## src/rtl/fifo_rd_stream.sv

```systemverilog
// fifo_rd_stream: fifo_sync registered-read port -> valid/ready burst stream, m_valid 2 cycles after fifo_re.
// m_ready stalls hold m_data and withhold read credits; FIFO_RD_STATS_EN adds saturating word/stall counters.
module fifo_rd_stream #(
  parameter int WIDTH     = 32,
  parameter int BURST_LEN = 8,
  parameter int STAT_W    = 16,
  localparam int BW       = $clog2(BURST_LEN + 1)
) (
  input  logic              clk_i,
  input  logic              rst_ni,
  input  logic              flush_i,
  input  logic              fifo_empty_i,
  input  logic [WIDTH-1:0]  fifo_rdata_i,
  output logic              fifo_re_o,
  output logic              m_valid_o,
  input  logic              m_ready_i,
  output logic [WIDTH-1:0]  m_data_o,
  output logic              m_last_o,
  output logic [BW-1:0]     beat_cnt_o
`ifdef FIFO_RD_STATS_EN
  ,
  output logic [STAT_W-1:0] stat_words_o,
  output logic [STAT_W-1:0] stat_stalls_o
`endif
);

  typedef enum logic [1:0] {EMPTY = 2'd0, ONE = 2'd1, TWO = 2'd2} state_e;

  state_e           state_q, state_d;
  logic             inflight_q;
  logic             head_q, head_d;
  logic [WIDTH-1:0] ent_q [2];
  logic [BW-1:0]    beat_q, beat_d;
  logic             pop;
  logic             capture;
  logic             wr_idx;
  logic [2:0]       credit;
  logic             beat_wrap;

  assign m_valid_o = (state_q != EMPTY) && !flush_i;
  assign pop       = m_valid_o && m_ready_i;
  assign capture   = inflight_q && !flush_i;

  // Counting the current pop as a returned credit keeps one read per cycle under m_ready=1.
  assign credit    = {1'b0, state_q} + {2'b00, inflight_q} - {2'b00, pop};
  assign fifo_re_o = rst_ni && !fifo_empty_i && !flush_i && (credit < 3'd2);

  assign wr_idx     = head_q ^ (state_q == ONE);
  assign m_data_o   = ent_q[head_q];
  assign beat_wrap  = (beat_q == BW'(BURST_LEN - 1));
  assign m_last_o   = m_valid_o && beat_wrap;
  assign beat_cnt_o = beat_q;

  always_comb begin
    state_d = state_q;
    head_d  = head_q;
    beat_d  = beat_q;
    if (flush_i) begin
      state_d = EMPTY;
      beat_d  = '0;
    end else begin
      if (pop) begin
        head_d = ~head_q;
        beat_d = beat_wrap ? '0 : beat_q + 1'b1;
      end
      case (state_q)
        EMPTY:   if (capture) state_d = ONE;
        ONE: begin
          if (capture && !pop)      state_d = TWO;
          else if (!capture && pop) state_d = EMPTY;
        end
        TWO:     if (pop) state_d = ONE;
        default: state_d = EMPTY;
      endcase
    end
  end

  always_ff @(posedge clk_i or negedge rst_ni) begin
    if (!rst_ni) begin
      state_q    <= EMPTY;
      inflight_q <= 1'b0;
      head_q     <= 1'b0;
      beat_q     <= '0;
      ent_q[0]   <= '0;
      ent_q[1]   <= '0;
    end else begin
      state_q    <= state_d;
      inflight_q <= fifo_re_o;
      head_q     <= head_d;
      beat_q     <= beat_d;
      if (capture) ent_q[wr_idx] <= fifo_rdata_i;
    end
  end

  a_no_overflow: assert property (@(posedge clk_i) disable iff (!rst_ni)
                                  !(capture && state_q == TWO));

`ifdef FIFO_RD_STATS_EN
  logic [STAT_W-1:0] words_q, stalls_q;

  always_ff @(posedge clk_i or negedge rst_ni) begin
    if (!rst_ni) begin
      words_q  <= '0;
      stalls_q <= '0;
    end else begin
      if (pop && (words_q != '1)) words_q <= words_q + 1'b1;
      if (m_valid_o && !m_ready_i && (stalls_q != '1)) stalls_q <= stalls_q + 1'b1;
    end
  end

  assign stat_words_o  = words_q;
  assign stat_stalls_o = stalls_q;
`endif

endmodule

```

## config.mk

```make
export PLATFORM = sky130hd
export DESIGN_NAME = fifo_rd_stream
export DESIGN_NICKNAME = d
export VERILOG_FILES = /design/src/rtl/fifo_rd_stream.sv
export SDC_FILE = /design/constraint.sdc
export NUM_CORES = 1
export LEC_CHECK = 0
export ABC_AREA = 0
export BUFFER_PORTS_ARGS = -buffer_cell sky130_fd_sc_hd__buf_2
export CORE_MARGIN = 1.5
export CORE_UTILIZATION = 45
export CTS_BUF_LIST = sky130_fd_sc_hd__clkbuf_8
export DETAILED_ROUTE_END_ITERATION = 7
export GPL_TIMING_DRIVEN = 1
export SETUP_SLACK_MARGIN = 0.02
export SLEW_MARGIN = 20
export SYNTH_ARGS = -nofsm -noshare
export SYNTH_HDL_FRONTEND = slang
export SYNTH_SLANG_ARGS = --single-unit
```

## constraint.sdc

```tcl
create_clock -name clk_i -period 4.6 [get_ports clk_i]
set_input_delay 1.38 -clock clk_i [delete_from_list [all_inputs] [get_ports clk_i]]
set_output_delay 1.38 -clock clk_i [all_outputs]
set_load 0.01 [all_outputs]
```

==> results by group, run 1 <==
Route
  • Met2 WL: 7560 um
  • Starting DRC count in detailed routing: 415
  • DR top layer: met4
  • Detail Route Antenna Nets: 0
  • Drt pass-1 iters: 5
  • Routed length on met3: 590 um
  • Vias per cell: 6.10
  • Routed WL: 16000 um
  • Post-route DRC: 0
  • Vias post-DR: 5373
  • Routed length per placed instance: 18.2 um
  • Met1 wire length: 7580 um

Logic synthesis
  • Yosys top cell by area: dfrtp_1
  • Syn nets: 714
  • YS warnings: 0
  • Synth cell types: 41
  • Yosys reg bits: 72
  • Post-synthesis instance total: 674
  • Area contributors post-synth: dfrtp_1 27%, a221oi_2 13%, and4b_1 9.6%
  • Share of the synthesized area in the top cell type: 27.1%
  • Sequential area share after synthesis: 27.1%
  • Post-Syn Area: 6640 um^2
  • Post-synthesis area per instance: 9.85 um^2

STA
  • Unrepaired setup endpoints after global routing: false
  • Final TNS setup: 0 ns
  • Tcrit/Tclk final: 95.0%
  • Rel. slew slack: 38.1%
  • Final setup viols: 0
  • Tmin final: 4.37 ns
  • Worst Tran Pin Value: 0.929 ns
  • Final setup skew: 0.00608 ns
  • Final Hold Fails: 0
  • Worst Slack Setup Final: 0.231 ns
  • Final Max Tran Viols: 0
  • Fmax: 0.229 GHz
  • WHS: 0.562 ns

Cells and area
  • Ratio of cells with drive above 1 in the final layout: 34.9%
  • Post-layout util: 49.1%
  • Finished Layout Cells: 881
  • Net count, final: 731
  • FF/Latch Area: 1810 um^2
  • Fin area: 7110 um^2
  • Area grow syn2layout: 7.09%
  • Multi-input gate area: 4270 um^2
  • Fillers: 1351

Clock network
  • Clock root cell: clkbuf_8
  • Hold_buf cts: 0
  • Num CTS Buffers: 9
  • H-tree Lvls: 3
  • Post CTS Setup Buffer Count: 0
  • Clock slew seen by the registers of the worst setup and hold paths: 0.08 ns
  • CTS tree: yes
  • CTS Buffer Depth: 2
  • Clk sinks: 72
  • Worst-skew pair later-pin latency: 0.37 ns
  • Cts repair resizes: 0

Job
  • Max cap viols: 0

Critical path
  • Crit path arrival time: 2.99 ns
  • Crit-path max cell delay: 0.51 ns
  • Crit. End Element: output port
  • Crit Path Category: in -> out
  • Slowest stage cell on the critical path: fa_1
  • CP Launch Type: primary input
  • Critical Path RT: 3.22 ns
  • CP cell instances: buf_2 -> o21ai_4 -> nor3_2 -> o21ai_0 -> fa_1 -> nand2_1 -> nor4_2 -> buf_2
  • CP max FO: 7
  • Most numerous cell on the critical path: buf_2

Power and ir drop
  • Peak VDD IR: 0.171 mV
  • Internal cell power: 1.72 mW
  • Sw frac: 37.4%
  • Leak pwr: 2.47 nW
  • Reg power frac: 34.0%
  • Net switching power: 1.02 mW
  • Total power: 2.74 mW
  • Combinational power share: 42.1%
  • Cell Pwr Density: 385 nW/um^2
  • Clk pwr share: 23.9%

Floorplanning
  • Die height: 124 um
  • Core area: 14500 um^2
  • Die W: 124 um
  • # rows: 44
  • Die ar.: 15500 um^2
  • I/O Pins: 76
  • Initial Utilization: 45.9%

Run status
  • Outcome: finished clean

Placed design
  • Placed Area: 6810 um^2
  • Placed cells: 863
  • Final weighted congestion in routability-driven placement: 0.761
  • Pre-CTS setup slack: 0.0685 ns
  • DP Wirelength: 8990 um
  • Port Buffers: 75

Global route
  • GRT Residual Overflow: 0
  • Vias in the first global route: 5245
  • First-pass GRT wire length: 26700 um
  • Largest net degree at the start of global routing: 73
  • Total Routing Usage GR: 20.8%
  • Initial antenna violation count: 1

Min path
  • Worst Hold Class: reg -> reg
critical path, delay by kind of cell:
family | cells | cell delay (ns)
buf+inv | 2 | 0.31
fa+ha+maj | 1 | 0.51
compound gates | 2 | 0.26
simple gates | 3 | 0.51
flip-flops by register name, indices dropped and copies added (netlist names):
| name | count |
|---|---|
| beat_cnt_o | 4 |
| ent_q | 64 |
| head_q | 1 |
| inflight_q | 1 |
| state_q | 2 |
synth_stat cells (all sizes together):
master and n:
mux2 32, nand2 130, o211ai 1, and2 32, a2bb2oi 1, xor2 3, nor4 2, a31oi 1
o21ai 3, nand2b 2, fa 1, or2 1, ha 2, nor2b 33, inv 2, nor2 7
o21a 1, a221oi 64, mux2i 2, dfrtp 72, and4b 64, or4 1, nor4bb 8, xnor2 1
and4bb 56, clkbuf 30, nor3 1, buf 54, a21oi 1, nand3 65, nor3b 1
power groups by stage:
stage	registers [mW]	logic [mW]	clock network, mW
after floorplan	0.826	1.10	0
after global placement	0.926	1.12	0
after detailed placement	0.943	1.15	0
after CTS	0.931	1.16	0.670
after global routing	0.961	1.27	0.687
final	0.931	1.15	0.655
layer usage:
| metal | GRT usage, % | up-vias |
|---|---|---|
| li1 | - | 2577 |
| met1 | 28.2 | 2651 |
| met2 | 32.9 | 121 |
| met3 | 3.01 | 24 |
| met4 | 9.06 | 0 |
| met5 | 0 | - |
final cells by class:
type,instances,share of cell area [%]
tap,184,3.24
timing repair buffer,90,7.53
inverter,2,0.106
multi-input combinational,516,60.1
clock inverter,5,1.44
antenna,1,0.0352
sequential,72,25.4
clock buffer,11,2.13
worst paths after layout:
path                                 start        end  slack, ns  depth (start not counted)
worst max-delay path             m_ready_i  fifo_re_o       0.23                          8
worst min-delay path             ent_q[24]  ent_q[24]       0.56                          2
worst max register to register  state_q[1]   ent_q[0]       1.85                          5
worst min register to register   ent_q[24]  ent_q[24]       0.56                          2
max in group asynchronous           rst_ni     head_q       2.55                          2
min in group asynchronous           rst_ni  ent_q[33]       0.88                          1
logic make-up after synthesis:
family | after synthesis | synth area share, %
adders and majority gates | 3 | 0.678
muxes | 34 | 6.92
and+or+nand+nor | 403 | 41.1
AOI/OAI and AO/OA | 72 | 14.7
xor gates and xnor gates | 4 | 0.528
buffers and inverters | 86 | 8.93
DFF | 72 | 27.1
cells in the final DEF (no fill, tap or decap), types with 21 or more instances in the layout:
cell / instances
a221oi_2: 57
and2_1: 31
and4b_1: 64
and4bb_2: 39
buf_2: 74
dfrtp_1: 68
mux2_4: 21
nand2_1: 130
nand3_1: 65
nor2b_1: 32
(Power assumes the default switching activity.)
==> run 2: changes to the inputs <==
==> constraint.sdc (replaced) <==
create_clock -name clk_i -period 4.4 [get_ports clk_i]
set_input_delay 1.32 -clock clk_i [delete_from_list [all_inputs] [get_ports clk_i]]
set_output_delay 1.32 -clock clk_i [all_outputs]
set_load 0.01 [all_outputs]
==> run 2 against run 1 <==
  * Clock skew up 0.0035 ns
  * Worst setup slack improved by 0.013 ns
  * Register-to-register slack worse by 0.06 ns
  * Die area stayed put
  * Largest cell class unchanged
  * Largest power group unchanged
==> results by group, run 2 (synthesis gave the netlist of run 1 again) <==
Floorplanning
  • # rows: 44 (unchanged)
  • Die W: 124 um (unchanged)
  • Core area: 14500 um^2 (unchanged)
  • I/O Pins: 76 (unchanged)
  • Die ar.: 15500 um^2 (unchanged)
  • Die height: 124 um (unchanged)
  • Initial Utilization: 45.9% (unchanged)

Global route
  • Busiest grt layer: met2 (unchanged)
  • First-pass GRT wire length: 27300 um (was 26700 um)
  • Met1 Use GR: 27.6% (was 28.2%)
  • GRT Residual Overflow: 0 (unchanged)
  • Vias in the first global route: 5377 (was 5245)
  • GRT met3 Usage: 5.20% (was 3.01%)
  • GR Layer Usage met2: 36.0% (was 32.9%)
  • Initial antenna violation count: 0 (was 1)
  • Largest net degree at the start of global routing: 88 (was 73)
  • Total Routing Usage GR: 21.3% (was 20.8%)

Critical path
  • Buf+Inv Stages, Crit Path: 3 (was 2)
  • Crit. End Element: output port (unchanged)
  • CP Launch Type: primary input (unchanged)
  • Slowest stage cell on the critical path: fa_1 (unchanged)
  • R2r endpoint: ent_q[1] (was ent_q[0])
  • Crit-path max cell delay: 0.49 ns (was 0.51 ns)
  • Crit path arrival time: 2.84 ns (was 2.99 ns)
  • CP max FO: 6 (was 7)
  • Critical path launch point: m_ready_i (unchanged)
  • Worst Setup EP: fifo_re_o (unchanged)
  • FF-to-FF setup slack: 1.79 ns (was 1.85 ns)
  • RR Startpoint: state_q[0] (was state_q[1])
  • CP top delay family: adder cells (was simple AND/OR/NAND/NOR gates)
  • Critical Path RT: 3.08 ns (was 3.22 ns)
  • Reg2Reg Depth: 5 (unchanged)
  • Most numerous cell on the critical path: buf_2 (unchanged)
  • CP cell instances: buf_2 -> o21ai_4 -> buf_4 -> o21a_1 -> o21ai_0 -> fa_1 -> nand2_1 -> nor4_2 -> buf_2 (was buf_2 -> o21ai_4 -> nor3_2 -> o21ai_0 -> fa_1 -> nand2_1 -> nor4_2 -> buf_2)
  • Crit Path Category: in -> out (unchanged)
  • CP Depth: 9 (was 8)

Route
  • Routed length per placed instance: 18.3 um (was 18.2 um)
  • Detail Route Antenna Nets: 0 (unchanged)
  • Vias per cell: 6.06 (was 6.10)
  • Routed WL: 16100 um (was 16000 um)
  • Post-route DRC: 0 (unchanged)
  • Drt pass-1 iters: 5 (unchanged)
  • Starting DRC count in detailed routing: 420 (was 415)
  • Vias post-DR: 5352 (was 5373)

Cells and area
  • Fin area: 7090 um^2 (was 7110 um^2)
  • Most frequent cells in the layout: 130 x nand2_1, 74 x buf_2, 68 x dfrtp_1, 65 x nand3_1, 64 x and4b_1 (unchanged)
  • Fillers: 1340 (was 1351)
  • Multi-input gate area: 4270 um^2 (unchanged)
  • Finished Layout Cells: 883 (was 881)
  • Ratio of cells with drive above 1 in the final layout: 35.1% (was 34.9%)
  • Net count, final: 734 (was 731)
  • Ant. Diodes: 0 (was 1)
  • Area grow syn2layout: 6.73% (was 7.09%)
  • Max FFs per register: 64 (unchanged)
  • Biggest register: ent_q (unchanged)
  • FF/Latch Area: 1810 um^2 (unchanged)
  • Most common cell after layout, fill and taps aside: nand2_1 (unchanged)

Clock network
  • CTS Buffer Depth: 2 (unchanged)
  • CTS tree: yes (unchanged)
  • Post CTS Setup Buffer Count: 0 (unchanged)
  • Num CTS Buffers: 9 (unchanged)
  • Clock root cell: clkbuf_8 (unchanged)
  • Cts repair resizes: 0 (unchanged)
  • Worst-skew pair later-pin latency: 0.37 ns (about the same)
  • Hold_buf cts: 0 (unchanged)
  • Clock slew seen by the registers of the worst setup and hold paths: 0.07 ns (was 0.08 ns)
  • Clk sinks: 72 (unchanged)
  • H-tree Lvls: 3 (unchanged)

STA
  • Worst Tran Pin Value: 0.906 ns (was 0.929 ns)
  • Final Hold Fails: 0 (unchanged)
  • Final TNS setup: 0 ns (unchanged)
  • Rel. slew slack: 39.6% (was 38.1%)
  • Tcrit/Tclk final: 94.5%
  • Final Max Tran Viols: 0 (unchanged)
  • Fmax: 0.241 GHz
  • Unrepaired setup endpoints after global routing: false (unchanged)
  • Tmin final: 4.16 ns
  • Final setup viols: 0 (unchanged)
  • Final setup skew: 0.00963 ns (was 0.00608 ns)

Power and ir drop
  • Cell Pwr Density: 393 nW/um^2 (was 385 nW/um^2)
  • Leak pwr: 2.47 nW (about the same)
  • Peak VDD IR: 0.240 mV (was 0.171 mV)
  • Total power: 2.78 mW (was 2.74 mW)

Placed design
  • Placed Area: 6860 um^2 (was 6810 um^2)
  • Placed cells: 867 (was 863)
  • Port Buffers: 75 (unchanged)
  • DP Wirelength: 9280 um (was 8990 um)
  • Final weighted congestion in routability-driven placement: 0.748 (was 0.761)

Min path
  • Worst Hold Class: reg -> reg (unchanged)

Run status
  • Outcome: finished clean (unchanged)

Job
  • Max cap viols: 0 (unchanged)
## run 2: layout make-up
type                    instances  area share, %
clock buffers                  13           2.53
clock inverters                 3          0.547
flip-flops and latches         72           25.5
well taps                     184           3.25
multi-input cells             516           60.3
repair buffers                 93           7.77
inverters                       2          0.106
## run 2: routing by layer
metal / part of all wire (%) / routed length (um) / vias to the layer above
met5: 0 / 0 / -
met4: 0.89 / 143 / 0
met3: 4.2 / 677 / 12
met2: 48 / 7780 / 100
met1: 47 / 7540 / 2666
li1: - / - / 2574
## run 2: metrics by stage
| stage | worst slack [ns] | hold slack [ns] | utilization (%) |
|---|---|---|---|
| after global placement | 0.151 | 0.529 | 47.4 |
| after global routing | 0.0901 | 0.588 | 48.9 |
| after floorplan | 0.137 | 0.512 | - |
| after CTS | 0.168 | 0.568 | 48.9 |
| final | 0.244 | 0.565 | 48.9 |
| after detailed placement | 0.151 | 0.549 | 47.4 |
## run 2: report_power, final
part	leakage [nW]	internal, mW	switching (mW)	total [mW]
Clock	0.117	0.321	0.267	0.589
Sequential	0.690	0.771	0.223	0.994
Combinational	1.67	0.622	0.577	1.20
## run 2: how the worst min path moves through the flow
stage / from / endpoint / slack [ns] / cells past startpoint
final: ent_q[19] / ent_q[19] / 0.56 / 2
after detailed placement: ent_q[37] / ent_q[37] / 0.55 / 2
after global placement: ent_q[37] / ent_q[37] / 0.53 / 2
after floorplan: ent_q[56] / ent_q[56] / 0.51 / 2
after CTS: ent_q[19] / ent_q[19] / 0.57 / 2
after global routing: ent_q[29] / ent_q[29] / 0.59 / 2
## run 2: worst register-to-register path: cells and delay by family, from the launching register on
family	cells	cell delay, ns
buf+inv	2	1.04
compound gates	1	0.27
simple gates	2	0.76
flops	1	0.41
==> run 3: changes to the inputs <==
--- a/config.mk
+++ b/config.mk
@@ -7,6 +7,7 @@
 export LEC_CHECK = 0
 export ABC_AREA = 0
 export BUFFER_PORTS_ARGS = -buffer_cell sky130_fd_sc_hd__buf_2
+export CORE_ASPECT_RATIO = 0.8
 export CORE_MARGIN = 1.5
 export CORE_UTILIZATION = 45
 export CTS_BUF_LIST = sky130_fd_sc_hd__clkbuf_8
==> run 3 against run 2 <==
  * Sequential share of layout area up 0.13 points
  * Critical path depth unchanged
  * Total power down 1.4%
  * Routed wire length rose by 0.43%
  * Via count rose by 0.52%
  * Combinational power about the same
  * Die area is essentially flat
  * First-iteration DRC count is 0.71% lower
  * Clock power fell by 5.1%
  * Clock skew decreased by 0.0053 ns
  * Highest routed layer unchanged
==> results by group, run 3 (synthesis gave the netlist of run 1 again) <==
Cells and area
  • Max FFs per register: 64 (unchanged)
  • Most common cell after layout, fill and taps aside: nand2_1 (unchanged)
  • Multi-input gate area: 4270 um^2 (unchanged)
  • Area grow syn2layout: 6.20% (was 6.73%)
  • FF/Latch Area: 1810 um^2 (unchanged)
  • Net count, final: 731 (was 734)
  • Fillers: 1366 (was 1340)
  • Most frequent cells in the layout: 130 x nand2_1, 74 x buf_2, 68 x dfrtp_1, 65 x nand3_1, 64 x and4b_1 (unchanged)
  • Ratio of cells with drive above 1 in the final layout: 34.6% (was 35.1%)
  • Biggest register: ent_q (unchanged)

Power and ir drop
  • Net switching power: 1.07 mW (about the same)
  • Internal cell power: 1.67 mW (was 1.71 mW)
  • Peak VDD IR: 0.253 mV (was 0.240 mV)
  • Reg power frac: 35.6% (was 35.7%)
  • Cell Pwr Density: 389 nW/um^2 (was 393 nW/um^2)
  • Clk pwr share: 20.4% (was 21.2%)
  • Leak pwr: 2.46 nW (was 2.47 nW)
  • Combinational power share: 44.0% (was 43.1%)
  • Sw frac: 39.0% (was 38.4%)

STA
  • Worst Slack Setup Final: 0.204 ns (was 0.244 ns)
  • Rel. slew slack: 36.1% (was 39.6%)
  • Tcrit/Tclk final: 95.4% (was 94.5%)
  • Final setup skew: 0.00433 ns (was 0.00963 ns)
  • Final Max Tran Viols: 0 (unchanged)
  • Unrepaired setup endpoints after global routing: false (unchanged)
  • Final TNS setup: 0 ns (unchanged)
  • Final Hold Fails: 0 (unchanged)
  • Worst Tran Pin Value: 0.959 ns (was 0.906 ns)
  • Tmin final: 4.20 ns (was 4.16 ns)
  • Fmax: 0.238 GHz (was 0.241 GHz)
  • WHS: 0.559 ns (was 0.565 ns)
  • Final setup viols: 0 (unchanged)

Global route
  • Vias in the first global route: 5292 (was 5377)
  • First-pass GRT wire length: 27100 um (was 27300 um)
  • Total Routing Usage GR: 21.1% (was 21.3%)
  • Initial antenna violation count: 1 (was 0)
  • GRT Residual Overflow: 0 (unchanged)
  • Largest net degree at the start of global routing: 76 (was 88)

Critical path
  • CP Launch Type: primary input (unchanged)
  • CP cell instances: buf_2 -> o21ai_4 -> buf_4 -> o21a_1 -> o21ai_0 -> fa_1 -> nand2_1 -> nor4_2 -> buf_2 (unchanged)
  • Crit Path Category: in -> out (unchanged)
  • Most numerous cell on the critical path: buf_2 (unchanged)
  • Crit-path max cell delay: 0.50 ns (was 0.49 ns)
  • Critical Path RT: 3.08 ns (about the same)
  • Slowest stage cell on the critical path: fa_1 (unchanged)
  • Crit. End Element: output port (unchanged)
  • Crit path arrival time: 2.88 ns (was 2.84 ns)
  • CP max FO: 6 (unchanged)
  • FF-to-FF setup slack: 1.68 ns (was 1.79 ns)

Floorplanning
  • I/O Pins: 76 (unchanged)
  • Die W: 139 um (was 124 um)
  • Core area: 14300 um^2 (was 14500 um^2)
  • Initial Utilization: 46.3% (was 45.9%)
  • # rows: 39 (was 44)
  • Die ar.: 15500 um^2 (about the same)
  • Die height: 112 um (was 124 um)

Clock network
  • CTS tree: yes (unchanged)
  • CTS Buffer Depth: 2 (unchanged)
  • Clock root cell: clkbuf_8 (unchanged)
  • Clk sinks: 72 (unchanged)
  • Num CTS Buffers: 9 (unchanged)
  • Clock slew seen by the registers of the worst setup and hold paths: 0.08 ns (was 0.07 ns)
  • H-tree Lvls: 3 (unchanged)
  • Worst-skew pair later-pin latency: 0.36 ns (was 0.37 ns)
  • Post CTS Setup Buffer Count: 0 (unchanged)

Job
  • Max cap viols: 0 (unchanged)

Route
  • Routed length per placed instance: 18.4 um (was 18.3 um)
  • Drt pass-1 iters: 5 (unchanged)
  • Starting DRC count in detailed routing: 417 (was 420)
  • Post-route DRC: 0 (unchanged)
  • Routed WL: 16200 um (was 16100 um)
  • Vias post-DR: 5380 (was 5352)
  • Detail Route Antenna Nets: 0 (unchanged)
  • Vias per cell: 6.11 (was 6.06)

Placed design
  • DP Wirelength: 9080 um (was 9280 um)
  • Pre-CTS setup slack: 0.0685 ns (was 0.151 ns)
  • Port Buffers: 75 (unchanged)
  • Final weighted congestion in routability-driven placement: 0.746 (was 0.748)

Min path
  • Worst Hold Class: reg -> reg (unchanged)

Run status
  • Outcome: finished clean (unchanged)
-- run 3: critical path: cells and delay by family --
kind	cells	cell delay, ns
buffers and inverters	3	0.48
AND/OR/NAND/NOR	2	0.31
AO/OA/AOI/OAI	3	0.27
adder cells (fa/ha/maj)	1	0.50
-- run 3: timing repair --
item	CTS	global route
hold buffers	0	0
endpoints found under the setup margin	0	1
gates resized for setup	0	1
-- run 3: per-layer routing --
| layer | up-vias | global-route usage, % | routed length, um |
|---|---|---|---|
| met3 | 10 | 3.48 | 487 |
| met4 | 0 | 4.93 | 164 |
| met1 | 2701 | 29.7 | 8020 |
| li1 | 2576 | - | - |
| met2 | 93 | 34.0 | 7530 |
| met5 | - | 0 | 0 |
-- run 3: path summary, 6_finish.rpt --
path	from	end	depth (start not counted)
min in group asynchronous	rst_ni	beat_cnt_o[2]	2
min reg2reg	ent_q[60]	ent_q[60]	2
max in group asynchronous	rst_ni	head_q	2
min	ent_q[60]	ent_q[60]	2
max	m_ready_i	fifo_re_o	9
max reg2reg	state_q[0]	ent_q[12]	5
-- run 3: final cells by class --
type / instances / share of cell area [%]
multi-input cells: 516 / 60.6
flip-flops and latches: 72 / 25.7
repair buffers: 90 / 7.54
well taps: 184 / 3.27
clock buffers: 11 / 2.15
clock inverters: 5 / 0.674
inverters: 2 / 0.106
diodes: 1 / 0.0355
-- run 3: through the flow --
step	cell area [um^2]	utilization (%)	total power, mW	cells
finish	7050	49.1	2.74	881
global route	7050	49.1	2.92	881
CTS	7040	49.1	2.77	880
detailed placement	6840	47.7	2.19	864
global placement	6840	47.7	2.14	864
floorplan	6650	-	2.02	674
-- run 3: power groups by stage --
stage	clock network, mW	registers, mW	logic (mW)
final	0.559	0.976	1.21
after global routing	0.598	1.00	1.32
after CTS	0.579	0.973	1.21
after detailed placement	0	0.987	1.21
after global placement	0	0.968	1.17
after floorplan	0	0.864	1.15
